===== src/rtl/hazard_sequencer.sv =====
// hazard_sequencer
//   Pipeline sequencer for the 5-stage MIPS core. Owns the PC write enable and
//   every stall/flush strobe of IF/ID, ID/EX and EX/MEM. Resolves load-use
//   hazards, taken branches (resolved in EX), jumps (resolved in ID) and
//   interrupt entry.
//
//   State table:
//     state       | meaning
//     RUN         | normal flow, hazards resolved combinationally
//     LU_HOLD     | extra load-use hold cycles beyond the first
//     IRQ_ENTER   | one-cycle interrupt entry (irq_take)
//     ISR         | in interrupt service routine, behaves as RUN, irq ignored
//
// Ports
//   clk, reset (sync, active-low)
//   id_rs/id_rt/id_uses_rs/id_uses_rt/id_isJ/id_isBranch : ID-stage decode
//   ex_memrd/ex_wr_reg/ex_br_taken                        : EX-stage status
//   irq (level), irq_done (pulse at ISR return)
//   pc_we, ifid_we, ifid_flush, idex_flush, exmem_flush   : pipeline control
//   irq_take (entry pulse), in_isr (ISR active)

module hazard_sequencer #(
    parameter int LU_BUBBLES   = 1,
    parameter int IRQ_WAIT_MAX = 7
) (
    input  logic       clk,
    input  logic       reset,
    input  logic [4:0] id_rs,
    input  logic [4:0] id_rt,
    input  logic       id_uses_rs,
    input  logic       id_uses_rt,
    input  logic       id_isJ,
    input  logic       id_isBranch,
    input  logic       ex_memrd,
    input  logic [4:0] ex_wr_reg,
    input  logic       ex_br_taken,
    input  logic       irq,
    input  logic       irq_done,
    output logic       pc_we,
    output logic       ifid_we,
    output logic       ifid_flush,
    output logic       idex_flush,
    output logic       exmem_flush,
    output logic       irq_take,
    output logic       in_isr
);

    localparam int WW = $clog2(IRQ_WAIT_MAX + 2);
    localparam logic [WW-1:0] WAIT_MAX = WW'(IRQ_WAIT_MAX);
    localparam logic [1:0]    LU_INIT  = 2'(LU_BUBBLES - 1);

    typedef enum logic [1:0] {
        S_RUN       = 2'd0,
        S_LU_HOLD   = 2'd1,
        S_IRQ_ENTER = 2'd2,
        S_ISR       = 2'd3
    } state_t;

    state_t        state_q, state_d;
    logic [1:0]    lu_cnt_q, lu_cnt_d;
    logic          irq_pend_q, irq_pend_d;
    logic [WW-1:0] wait_q, wait_d;
    logic          in_isr_q, in_isr_d;
    // Tracks whether the instruction now in EX is a conditional branch.
    logic          ex_isbr_q, ex_isbr_d;

    logic lu_hit;
    logic safe_slot;
    logic forced;
    logic irq_go;
    logic irq_done_ok;
    state_t home;

    assign lu_hit = ex_memrd && (ex_wr_reg != 5'd0) &&
                    ((id_uses_rs && (id_rs == ex_wr_reg)) ||
                     (id_uses_rt && (id_rt == ex_wr_reg)));

    assign safe_slot = (state_q == S_RUN) && !lu_hit && !id_isJ &&
                       !id_isBranch && !ex_br_taken;

    // A starved request may also preempt a load-use hold.
    assign forced = irq_pend_q && (wait_q == WAIT_MAX) && !ex_br_taken &&
                    ((state_q == S_RUN) || (state_q == S_LU_HOLD));

    assign irq_go      = irq_pend_q && (safe_slot || forced);
    assign irq_done_ok = irq_done && in_isr_q;

    // State register
    always_ff @(posedge clk) begin
        if (!reset) begin
            state_q    <= S_RUN;
            lu_cnt_q   <= 2'd0;
            irq_pend_q <= 1'b0;
            wait_q     <= '0;
            in_isr_q   <= 1'b0;
            ex_isbr_q  <= 1'b0;
        end else begin
            state_q    <= state_d;
            lu_cnt_q   <= lu_cnt_d;
            irq_pend_q <= irq_pend_d;
            wait_q     <= wait_d;
            in_isr_q   <= in_isr_d;
            ex_isbr_q  <= ex_isbr_d;
        end
    end

    // Next-state logic
    always_comb begin
        state_d  = state_q;
        lu_cnt_d = lu_cnt_q;
        in_isr_d = in_isr_q;
        if (irq_done_ok) begin
            in_isr_d = 1'b0;
        end
        home = in_isr_d ? S_ISR : S_RUN;

        case (state_q)
            S_RUN, S_ISR: begin
                state_d = home;
                if (ex_br_taken) begin
                    state_d = home;
                end else if (irq_go) begin
                    state_d = S_IRQ_ENTER;
                end else if (lu_hit && (LU_BUBBLES > 1)) begin
                    state_d  = S_LU_HOLD;
                    lu_cnt_d = LU_INIT;
                end
            end
            S_LU_HOLD: begin
                if (ex_br_taken) begin
                    state_d  = home;
                    lu_cnt_d = 2'd0;
                end else if (irq_go) begin
                    state_d  = S_IRQ_ENTER;
                    lu_cnt_d = 2'd0;
                end else if (lu_cnt_q <= 2'd1) begin
                    state_d  = home;
                    lu_cnt_d = 2'd0;
                end else begin
                    lu_cnt_d = lu_cnt_q - 2'd1;
                end
            end
            S_IRQ_ENTER: begin
                state_d  = S_ISR;
                lu_cnt_d = 2'd0;
                in_isr_d = 1'b1;
            end
            default: begin
                state_d  = S_RUN;
                lu_cnt_d = 2'd0;
            end
        endcase

        // Pending uses the registered in_isr, so an irq coincident with
        // irq_done is latched one cycle later.
        irq_pend_d = irq_pend_q || (irq && !in_isr_q);
        if (!irq_pend_q) begin
            wait_d = '0;
        end else if (wait_q == WAIT_MAX) begin
            wait_d = wait_q;
        end else begin
            wait_d = wait_q + 1'b1;
        end
        if (state_q == S_IRQ_ENTER) begin
            irq_pend_d = 1'b0;
            wait_d     = '0;
        end

        ex_isbr_d = idex_flush ? 1'b0 : id_isBranch;
    end

    // Output logic
    always_comb begin
        pc_we       = 1'b1;
        ifid_we     = 1'b1;
        ifid_flush  = 1'b0;
        idex_flush  = 1'b0;
        exmem_flush = 1'b0;
        irq_take    = 1'b0;

        case (state_q)
            S_RUN, S_ISR: begin
                if (ex_br_taken) begin
                    ifid_flush = 1'b1;
                    idex_flush = 1'b1;
                end else if (irq_go) begin
                    // entry cycle: hazards are superseded by IRQ_ENTER flushes
                end else if (lu_hit) begin
                    pc_we      = 1'b0;
                    ifid_we    = 1'b0;
                    idex_flush = 1'b1;
                end else if (id_isJ) begin
                    ifid_flush = 1'b1;
                end
            end
            S_LU_HOLD: begin
                if (ex_br_taken) begin
                    ifid_flush = 1'b1;
                    idex_flush = 1'b1;
                end else if (!irq_go) begin
                    pc_we      = 1'b0;
                    ifid_we    = 1'b0;
                    idex_flush = 1'b1;
                end
            end
            S_IRQ_ENTER: begin
                irq_take    = 1'b1;
                ifid_flush  = 1'b1;
                idex_flush  = 1'b1;
                // A branch already in EX is squashed and re-executed on return.
                exmem_flush = !ex_memrd && ex_isbr_q;
            end
            default: begin
                pc_we = 1'b1;
            end
        endcase
    end

    assign in_isr = in_isr_q;

endmodule


===== config.mk =====
export PLATFORM = sky130hd
export DESIGN_NAME = hazard_sequencer
export DESIGN_NICKNAME = d
export VERILOG_FILES = /design/src/rtl/hazard_sequencer.sv
export SDC_FILE = /design/constraint.sdc
export NUM_CORES = 1
export LEC_CHECK = 0
export CAP_MARGIN = 40
export CORE_MARGIN = 1
export CORE_UTILIZATION = 38
export CTS_CLUSTER_DIAMETER = 60
export CTS_CLUSTER_SIZE = 16
export DETAILED_ROUTE_END_ITERATION = 6
export GPL_TIMING_DRIVEN = 0
export PLACE_DENSITY = 0.8
export SLEW_MARGIN = 10
export SYNTH_ARGS = -nofsm -noshare
export SYNTH_HDL_FRONTEND = slang
export SYNTH_SLANG_ARGS = --single-unit

===== constraint.sdc =====
create_clock -name clk -period 5.42 [get_ports clk]
set_input_delay 1.084 -clock clk [delete_from_list [all_inputs] [get_ports clk]]
set_output_delay 1.084 -clock clk [all_outputs]
set_load 0.03 [all_outputs]

==> results.cfg, run 1 <==
[timing]
rsz0062_at_grt = no
clock_skew_ps = 0.733
hold_viol = 0
max_freq_ghz = 0.224
period_needed_ps = 4470
fin_tns_setup_ps = 0
fin_crit_sh_pct = 82.5
setup_violations = 0
worst_pin_slew_ps = 587
slew_viol_final = 0
slew_headroom_pct = 60.5

[min_path]
whs_path_depth = 2
hold_path_class = flip-flop to flip-flop
min_from = lu_cnt_q[0]

[floorplanning]
start_util_pct = 42.5
num_rows = 15
die_area_um2 = 2220
die_y_um = 47.1
ios = 32
core_um2 = 1820
dieWidth_um = 47.1

[detailed_routing]
routed_wirelength_um = 1800
antenna_left = 0
vias_per_cell = 4.95
drt_pre_antenna_iters = 4
drtIter0Drc = 11
drc = 0
vias = 752
wl_per_cell_um = 11.9

[layout]
drive_gt1_share_pct = 8.66
register_area_um2 = 220
syn2layout_area_growth_pct = 46.3
num-nets-final = 157
final_util_pct = 62.1
final.fill_count = 175
diodes = 0
finish.instance_area_um2 = 1130
multi_input_area_um2 = 519

[worst_setup_path]
rr_worst_depth = 5
reg2reg_from = state_q[0]
crit_type = input port to primary output
crit_fanout = 4
crit_start = ex_wr_reg[2]
end_kind = primary output
required_ps = 4340
startpoint_type = input port
arrival_ps = 3390

[cts]
postCtsHoldBufs = 0
cts_tree = built
cts_buffer_depth = 2
ctsResizeCount = 0
cts_setup_buffers = 0
numCtsBuffers = 3
root_buffer = clkbuf_4
htreeDepth = 1
insertion_delay_ps = 260
clkTransAtPathRegs_ps = 60
cts_num_sinks = 11

[synthesis]
syn-cell-area_um2 = 773
syn-num-nets = 122
yosys_register_bits = 11
synthCells = 93
synth.distinct_cells = 34
yosys_warnings = 0
synth_top_area_share_pct = 28.5
synthArstFlopShare_pct = 0
synth_ff_type = dfxtp_1
ys_top_cells_by_count = dfxtp_1, xnor2_1, nor2_1
synth-edff-count = 0
synth_top_area_cell = dfxtp_1
synth_area_leaders = dfxtp_1, xnor2_1, ha_1
synth_area_per_cell_um2 = 8.31
yosysSeqAreaShare_pct = 28.5

[placement]
gp_congestion = 0.812
io_buffers = 30
placed_area_um2 = 1100
dpl.hpwl_um = 1560

[pwr]
finalPower_w = 0.000196
p_per_area_nw_per_um2 = 173
power.leakage_nw = 0.456
peakVddDrop_v = 0.000170

[grt]
grt_usage_pct = 19.9
grt_pass1_vias = 740
met3_usage_pct = 6.15
grt_pass1_wl_um = 3110
top_usage_layer = met2
grtUsageMet1_pct = 24.0
antenna_found_initial = 0
grt_overflow = 0
grt_max_degree = 10
met2_usage_pct = 35.3

[run_status]
status = completed

[run]
drv_cap = 0
==> critical path: stages <==
cell	delay (ps)
clkdlybuf4s50_1	550
xnor2_1	140
nand4_1	120
o22ai_1	300
nor2b_1	290
a31oi_1	150
buf_4	150
clkdlybuf4s50_1	590
==> cells by family after synthesis <==
kind of cell / Yosys count / synth area share, %
AO/OA/AOI/OAI: 20 / 17.2
XOR/XNOR: 11 / 12.5
adder cells (fa/ha/maj): 4 / 6.47
buffers and inverters: 6 / 4.37
flip-flops: 11 / 28.5
multiplexers: 1 / 1.29
AND/OR/NAND/NOR: 40 / 29.8
==> report_power, final <==
part | internal [W] | total, W | switching, W
combinational | 0.0000332 | 0.0000577 | 0.0000245
clock | 0.0000284 | 0.0000528 | 0.0000244
sequential | 0.0000835 | 0.0000853 | 0.00000180
total | 0.000145 | 0.000196 | 0.0000507
==> registers in the layout, indices dropped and copies added, names as in the netlist <==
signal      cells
state_q         2
ex_isbr_q       1
wait_q          4
irq_pend_q      1
in_isr          1
lu_cnt_q        2
==> stage by stage <==
stage	hold slack [ps]	std cells	setup slack, ps
2_1_floorplan	455	93	1690
3_3_place_gp	462	148	947
3_5_place_dp	477	148	950
4_1_cts	488	152	949
5_1_grt	518	152	835
6_report	485	152	950
==> layout make-up <==
type,instances,share of cell area [%]
well taps,25,2.77
repair buffers,30,26.5
multi-input cells,76,45.9
flip-flops and latches,11,19.5
clock buffers,4,2.32
inverters,4,1.33
plain buffers,2,1.66
==> layout by cell type (no fill, tap or decap), types with 2 or more instances in the layout <==
cell             synthesis  layout
a211oi_1                 2       2
a21oi_1                  4       4
clkbuf_4                 0       3
clkdlybuf4s50_1          0      30
dfxtp_1                 11      11
ha_1                     4       4
inv_1                    4       4
nand2_1                  8       8
nand3_1                  3       3
nand3b_1                 3       3
nand4_1                  3       3
nor2_1                  10      10
nor2b_1                  2       2
nor3b_1                  2       2
o21ai_0                  4       4
o22ai_1                  3       3
xnor2_1                 11      11
==> path summary, 6_finish.rpt <==
path / to / slack [ps]
min: lu_cnt_q[0] / 480
max reg2reg: lu_cnt_q[0] / 3530
max: pc_we / 950
min reg2reg: lu_cnt_q[0] / 480
==> per-layer routing <==
metal,wire length [um],vias up
li1,-,400
met1,776,341
met2,966,9
met3,50,2
met4,10,0
met5,0,-
Note: power is estimated with default switching activity, not from simulation.
==> inputs of run 2 (changes only) <==
clock period = 4.2 ns   (was 5.42 ns; I/O delays follow)
==> results of run 2 <==
Same layout as run 1 (identical final DEF). Status: completed.
Among the figures that moved: setup slack after placement 950 ps -> 218 ps; setup slack after layout 950 ps -> 218 ps; register-to-register setup slack 3530 ps -> 2310 ps; total power 0.000196 W -> 0.000253 W; worst IR drop on VDD 0.000170 V -> 0.000219 V
